**config.mk**
```make
export PLATFORM = sky130hd
export DESIGN_NAME = dcm_lock_sequencer
export DESIGN_NICKNAME = d
export VERILOG_FILES = /design/src/rtl/dcm_lock_sequencer.sv
export SDC_FILE = /design/constraint.sdc
export NUM_CORES = 1
export LEC_CHECK = 0
export CORE_MARGIN = 5
export CORE_UTILIZATION = 45
export DETAILED_ROUTE_END_ITERATION = 6
export PLACE_DENSITY = 0.73
export SYNTH_ARGS = -nofsm -noshare
export SYNTH_HDL_FRONTEND = slang
export SYNTH_SLANG_ARGS = --single-unit
```
**constraint.sdc**
```tcl
create_clock -name clk100 -period 4 [get_ports clk100]
set_input_delay 0.4 -clock clk100 [delete_from_list [all_inputs] [get_ports clk100]]
set_output_delay 0.4 -clock clk100 [all_outputs]
set_load 0.02 [all_outputs]
```
**src/rtl/dcm_lock_sequencer.sv**
```systemverilog
// Brings the DCM out of reset, waits for a stable LOCKED, then releases the system.
// Retries failed lock attempts up to MAX_RETRIES and restarts the sequence on lock loss.
module dcm_lock_sequencer #(
  parameter int DCM_RST_CYCLES = 8,
  parameter int LOCK_TIMEOUT   = 100000,
  parameter int STABLE_CYCLES  = 1024,
  parameter int MAX_RETRIES    = 4
) (
  input  logic       clk100,
  input  logic       rst_n,
  input  logic       dcm_locked,
  output logic       dcm_rst,
  output logic       sys_rst,
  output logic       ready,
  output logic       fault,
  output logic       lock_lost,
  output logic [2:0] retry_count
);

  localparam int SYNC_STAGES = 2;
  localparam int CNT_MAX_A   = (LOCK_TIMEOUT > STABLE_CYCLES) ? LOCK_TIMEOUT : STABLE_CYCLES;
  localparam int CNT_MAX     = (CNT_MAX_A > DCM_RST_CYCLES) ? CNT_MAX_A : DCM_RST_CYCLES;
  localparam int CNT_W       = (CNT_MAX > 1) ? $clog2(CNT_MAX) : 1;

  typedef enum logic [2:0] {
    RESET_DCM,
    WAIT_LOCK,
    STABLE,
    RUN,
    FAULT
  } state_t;

  state_t                 state_reg, state_next;
  logic [CNT_W-1:0]       cnt_reg, cnt_next;
  logic [2:0]             retry_reg, retry_next;
  logic [2:0]             retry_inc;
  logic                   lock_lost_reg, lock_lost_next;
  logic                   dcm_rst_reg, sys_rst_reg, ready_reg, fault_reg;
  logic [SYNC_STAGES-1:0] sync_reg;
  logic                   locked_s;

  // dcm_locked comes from the DCM asynchronously to clk100
  always_ff @(posedge clk100 or negedge rst_n) begin
    if (!rst_n) begin
      sync_reg <= '0;
    end else begin
      sync_reg <= {sync_reg[SYNC_STAGES-2:0], dcm_locked};
    end
  end

  assign locked_s  = sync_reg[SYNC_STAGES-1];
  assign retry_inc = retry_reg + 3'd1;

  always_comb begin
    state_next     = state_reg;
    cnt_next       = cnt_reg;
    retry_next     = retry_reg;
    lock_lost_next = lock_lost_reg;
    case (state_reg)
      RESET_DCM: begin
        if (cnt_reg == CNT_W'(DCM_RST_CYCLES - 1)) begin
          state_next = WAIT_LOCK;
          cnt_next   = '0;
        end else begin
          cnt_next = cnt_reg + CNT_W'(1);
        end
      end
      WAIT_LOCK: begin
        // a lock seen on the final timeout cycle still counts as a lock
        if (locked_s) begin
          state_next = STABLE;
          cnt_next   = '0;
        end else if (cnt_reg == CNT_W'(LOCK_TIMEOUT - 1)) begin
          retry_next = retry_inc;
          cnt_next   = '0;
          state_next = (retry_inc == 3'(MAX_RETRIES)) ? FAULT : RESET_DCM;
        end else begin
          cnt_next = cnt_reg + CNT_W'(1);
        end
      end
      STABLE: begin
        // short dropouts go back to waiting without resetting the DCM
        if (!locked_s) begin
          state_next = WAIT_LOCK;
          cnt_next   = '0;
        end else if (cnt_reg == CNT_W'(STABLE_CYCLES - 1)) begin
          state_next = RUN;
          cnt_next   = '0;
        end else begin
          cnt_next = cnt_reg + CNT_W'(1);
        end
      end
      RUN: begin
        retry_next = '0;
        if (!locked_s) begin
          state_next     = RESET_DCM;
          lock_lost_next = 1'b1;
          cnt_next       = '0;
        end
      end
      FAULT: begin
        cnt_next   = '0;
        retry_next = 3'(MAX_RETRIES);
      end
      default: begin
        state_next = RESET_DCM;
        cnt_next   = '0;
      end
    endcase
    if (state_next == RUN) begin
      retry_next = '0;
    end
  end

  // outputs are registered from the next state so they change on the same edge
  always_ff @(posedge clk100 or negedge rst_n) begin
    if (!rst_n) begin
      state_reg     <= RESET_DCM;
      cnt_reg       <= '0;
      retry_reg     <= '0;
      lock_lost_reg <= 1'b0;
      dcm_rst_reg   <= 1'b1;
      sys_rst_reg   <= 1'b1;
      ready_reg     <= 1'b0;
      fault_reg     <= 1'b0;
    end else begin
      state_reg     <= state_next;
      cnt_reg       <= cnt_next;
      retry_reg     <= retry_next;
      lock_lost_reg <= lock_lost_next;
      dcm_rst_reg   <= (state_next == RESET_DCM) || (state_next == FAULT);
      sys_rst_reg   <= (state_next != RUN);
      ready_reg     <= (state_next == RUN);
      fault_reg     <= (state_next == FAULT);
    end
  end

  assign dcm_rst     = dcm_rst_reg;
  assign sys_rst     = sys_rst_reg;
  assign ready       = ready_reg;
  assign fault       = fault_reg;
  assign lock_lost   = lock_lost_reg;
  assign retry_count = retry_reg;

endmodule

```
Word-level counts from Yosys, hierarchy flattened --
Cells that the tools add are included.
Word-level totals: flip-flop bits (word level) 30, bits in latches 0, memory bits (writable) 0, ROM bits 0, bits of input ports 3, output and inout port bits 8, logic and storage cells 51, memories 0
Cells by class: add/sub/neg operators 2, multiply operators 0, div/mod/pow operators 0, $lt $le $gt $ge 0, eq/ne operators 14, shift operators 0, mux-type cells 19, bitwise operators 1, reductions and logical operators 6
Operators with widths (number):
- 17-bit 2-to-1 mux | 6
- 17-bit one-hot mux with 4 select lines | 1
- 3-bit 2-to-1 mux | 10
- 17-bit by 1-bit adder with 17-bit output (second input constant) | 1
- 17-bit by 10-bit == test with 1-bit output (second input constant) | 1
- 17-bit == test (second input constant) | 1
- 17-bit by 3-bit == test with 1-bit output (second input constant) | 1
- 3-bit one-hot mux with 5 select lines | 1
- 3-bit by 2-bit == test with 1-bit output (second input constant) | 3
- 3-bit == test (second input constant) | 3
- 3-bit one-hot mux with 3 select lines | 1
- 3-bit logical NOT | 2
- 3-bit != test (second input constant) | 2
- 4-bit nonzero test | 1
- 3-bit by 1-bit adder with 3-bit output (second input constant) | 1
- 3-bit by 1-bit == test with 1-bit output (second input constant) | 1
- 3-bit by 2-bit != test with 1-bit output (second input constant) | 1
- 3-bit AND reduction | 1
- 2-bit != test (second input constant) | 1
- 2-bit AND reduction | 1
- 1-bit logical OR | 1
- 1-bit inverter | 1

Logic depth before layout (Yosys ltp) --
depth in word-level cells 9, gate-level depth with buffers 7, depth with buffers taken out 6

Worst setup path before layout --
OpenSTA, ideal clock, no wires.
path kind reg2reg, start reg cnt_reg[0], end reg retry_reg[0], in the netlist retry_count[0], setup time 0.087 ns, data arrival time 2.214 ns, data required time 3.913 ns, slack 1.700 ns, stages on the path, launching flop included 7, path buffers 0, clock period less this slack 2.300 ns, cells stage by stage dfrtp_1 > ha_1 > or4b_4 > or4_4 > a22oi_2 > o22ai_2 > a211oi_2
On the way: cells in the longest elaborated chain, start to end 7, elaborated cells on any way between the ends 15, classes of those cells eq/ne (6); mux (7); reduce/logical (2)
RTL lines:
- start, declared | RTL line 34 | logic [CNT_W-1:0] cnt_reg, cnt_next;
- start signal, assigned | RTL line 128 | cnt_reg <= cnt_next;
- 17-bit by 10-bit == test with 1-bit output / 17-bit == test (equally long branches) | RTL line 86, 73
- 3-bit 2-to-1 mux (on tied branches) | RTL line 86, 73
- 3-bit 2-to-1 mux (on tied branches) | RTL line 83, 70
- 3-bit one-hot mux with 5 select lines (*) | RTL line 59 | case (state_reg)
- named net state_next[0] | RTL line 33 | state_t state_reg, state_next;
- 3-bit by 2-bit == test with 1-bit output (*) | RTL line 110 | if (state_next == RUN) begin
- 3-bit != test (no source line) / 4-bit nonzero test (equally long branches)
- 3-bit AND reduction (no source line)
- end signal, assigned | RTL line 129 | retry_reg <= retry_next;
- end, declared | RTL line 35 | logic [2:0] retry_reg, retry_next;
Mark *: on every way through the listed nets, which the timed path passes. The rest lies on a longest branch. A chain may end at the register's enable or synchronous reset.

Worst setup path after layout --
start reg cnt_reg[0], end reg cnt_reg[15]
On the way: cells in the longest elaborated chain, start to end 4, elaborated cells on any way between the ends 10, classes of those cells add/sub (1); eq/ne (3); mux (6)
RTL lines (RTL line):
- 17-bit by 1-bit adder with 17-bit output, or another cell as far along | 65, 78, 90
- 17-bit 2-to-1 mux (on tied branches) | 86, 73
- 17-bit 2-to-1 mux (on tied branches) | 83, 70
- 17-bit one-hot mux with 4 select lines (*) | 59
Mark *: on every way between the ends. The rest lies on a longest branch, timed or not.

==> metrics.yaml <==
clocking:
  cts_hold_buffers: 0
  cts_buffer_depth: 2
  htree_levels: 2
  clk_pin_slew_worst_paths_ns: 0.06
  worstSkewPairLatency_ns: 0.29
  tritoncts: "yes"
  root_buffer: "clkbuf_8"
  postCtsResizedCells: 0
  postCtsSetupBuffers: 0
  cts.sinks: 30
  cts-buffers-inserted: 5
timing:
  slew_violations: 0
  setup_tns_ns: 0
  maxClockFrequency_mhz: 379
  rsz0062_at_grt: "false"
  fin_crit_sh_pct: 66.0
  setup_violations: 0
  hold_viol: 0
  worst_pin_slew_ns: 1.09
  period_minus_slack_ns: 2.64
  fin_skew_ns: 0.00918
  relSlewSlack_pct: 27.0
route:
  ant_nets: 0
  dr_total_vias: 1438
  wl_per_cell_um: 15.1
  viasPerCell: 5.94
  wl_um: 3660
  drt_iter0_drc: 159
  drc: 0
  drt_pass1_iterations: 4
synthesis:
  synthFlopType: "dfrtp_1"
  ys_ff_latch: 30
  ys_warn_count: 0
  ys_types: 47
  syn_area_mm2: 0.00168
  synth_edf_count: 0
  postSynthAreaPerCell_um2: 9.21
  ys_seq_area_share_pct: 44.9
  syn_nets: 188
  async_reset_ff_share_pct: 100
  synthCells: 182
worst_hold_path:
  min_delay_path_depth: 0
  hold_class: "reg2reg"
pwr:
  pwr_density_cell_mw_per_mm2: 473
  vdd_drop_max_uv: 204
  p_total_w: 0.000902
  p_leak_nw: 0.807
setup_path:
  r2r_cells: 6
  rrSetupSlack_ns: 1.36
  critPathCaptureType: "register"
  critPathLaunchType: "register"
  worstPathRequired_ns: 4.17
  cp.arrival_ns: 2.81
  crit_type: "reg2reg"
  critPathMaxFanout: 16
outcome:
  outcome: "finished, final reports clean"
die:
  die_w_um: 71.0
  chipHeight_um: 71.0
  initial_core_util_pct: 46.1
  rows: 22
  ioPinCount: 11
  core_area_mm2: 0.00363
  die-area_mm2: 0.00505
placement:
  place_area_mm2: 0.00182
  dpl.hpwl_um: 2600
  portBuffers: 10
  gp_congestion: 0.895
global_route:
  grtUsageTotal_pct: 16.5
  gr-total-overflow: 0
  grt_max_degree: 31
  antenna_found_initial: 0
  grt_pass1_vias: 1394
  grt_pass1_wl_um: 6550
final_layout:
  finalNetCount: 199
  largest_register_ffs: 17
  n_antenna_cell: 0
  syn2layout_area_growth_pct: 13.7
  final_common_cell: "nand2_1"
  fillers: 337
  regArea_um2: 753
  stdcell_area_mm2: 0.00191
  multi_input_area_um2: 872
  mostFrequentLayoutCells: "29 x nand2_1, 28 x dfrtp_1, 15 x nor2_1"
  fin_util_pct: 52.4
  drive_above_1_share_pct: 11.3
run:
  drv_cap: 0
through the flow:
| stage | std cells | hold WS [ns] | worst slack [ns] |
|---|---|---|---|
| floorplan | 182 | 0.104 | 1.70 |
| global route | 242 | 0.366 | 1.20 |
| finish | 242 | 0.361 | 1.36 |
| CTS | 242 | 0.362 | 1.35 |
| detailed placement | 234 | 0.347 | 1.39 |
| global placement | 234 | 0.337 | 1.52 |
area by class of cell:
class | instances | share of cell area, %
Clock buffer | 8 | 4.73
Inverter | 6 | 1.18
Multi-Input combinational cell | 139 | 45.8
Sequential cell | 30 | 39.5
Tap cell | 48 | 3.15
Timing Repair Buffer | 11 | 5.65
worst paths after layout:
kind | startpoint | to
setup / recovery | cnt_reg[0] | cnt_reg[15]
hold / removal | sync_reg[0] | sync_reg[1]
setup reg to reg | cnt_reg[0] | cnt_reg[15]
hold reg to reg | sync_reg[0] | sync_reg[1]
max in group asynchronous | rst_n | sys_rst
min in group asynchronous | rst_n | cnt_reg[11]
power by group:
group	total, W	internal [W]	leakage (nW)	switching (W)
clock	0.000248	0.000140	0.0455	0.000108
sequential	0.000394	0.000344	0.400	0.0000492
combinational	0.000260	0.000104	0.362	0.000156
logic make-up after synthesis:
group	after synthesis	share of synthesized area, %
compound gates	40	17.6
xor+xnor	4	2.09
fa+ha+maj	3	2.24
buf+inv	13	3.06
flops	30	44.9
mux	3	1.87
simple gates	89	28.2
synth_stat cells, types with 2 or more instances:
cell	instances	area, um^2
and2_1	4	25.0
clkbuf_1	5	18.8
nand3_1	9	45.0
o21bai_1	3	22.5
mux2i_1	2	20.0
dfrtp_1	28	701
xor2_1	2	17.5
dfstp_2	2	52.6
ha_1	3	37.5
buf_2	2	10.0
o21ai_0	10	50.1
inv_1	6	22.5
nor3_1	6	30.0
a22oi_1	4	30.0
a211oi_2	2	25.0
nor2b_1	3	18.8
or4_4	2	22.5
nor4_1	3	18.8
xnor2_1	2	17.5
a21oi_1	4	20.0
nand4_1	3	18.8
nor2_1	15	56.3
o22ai_1	6	37.5
and3_1	3	18.8
or3_1	3	18.8
nand2_1	29	109
worst max-delay path, stage by stage (launching register included):
cell     delay [ns]
dfrtp_1        0.42
ha_1           0.29
or4b_4         0.53
nor4_2         0.38
o32ai_2        0.28
or2_1          0.33
a221o_1        0.30
layer usage:
metal  global-route usage, %  share of wire, %  vias up
met4                    8.56               2.3        0
met3                    5.40               6.4        9
met5                       0                 0        -
met1                    20.7                42      693
li1                        -                 -      678
met2                    25.2                49       58
Note: power is estimated with default switching activity, not from simulation.
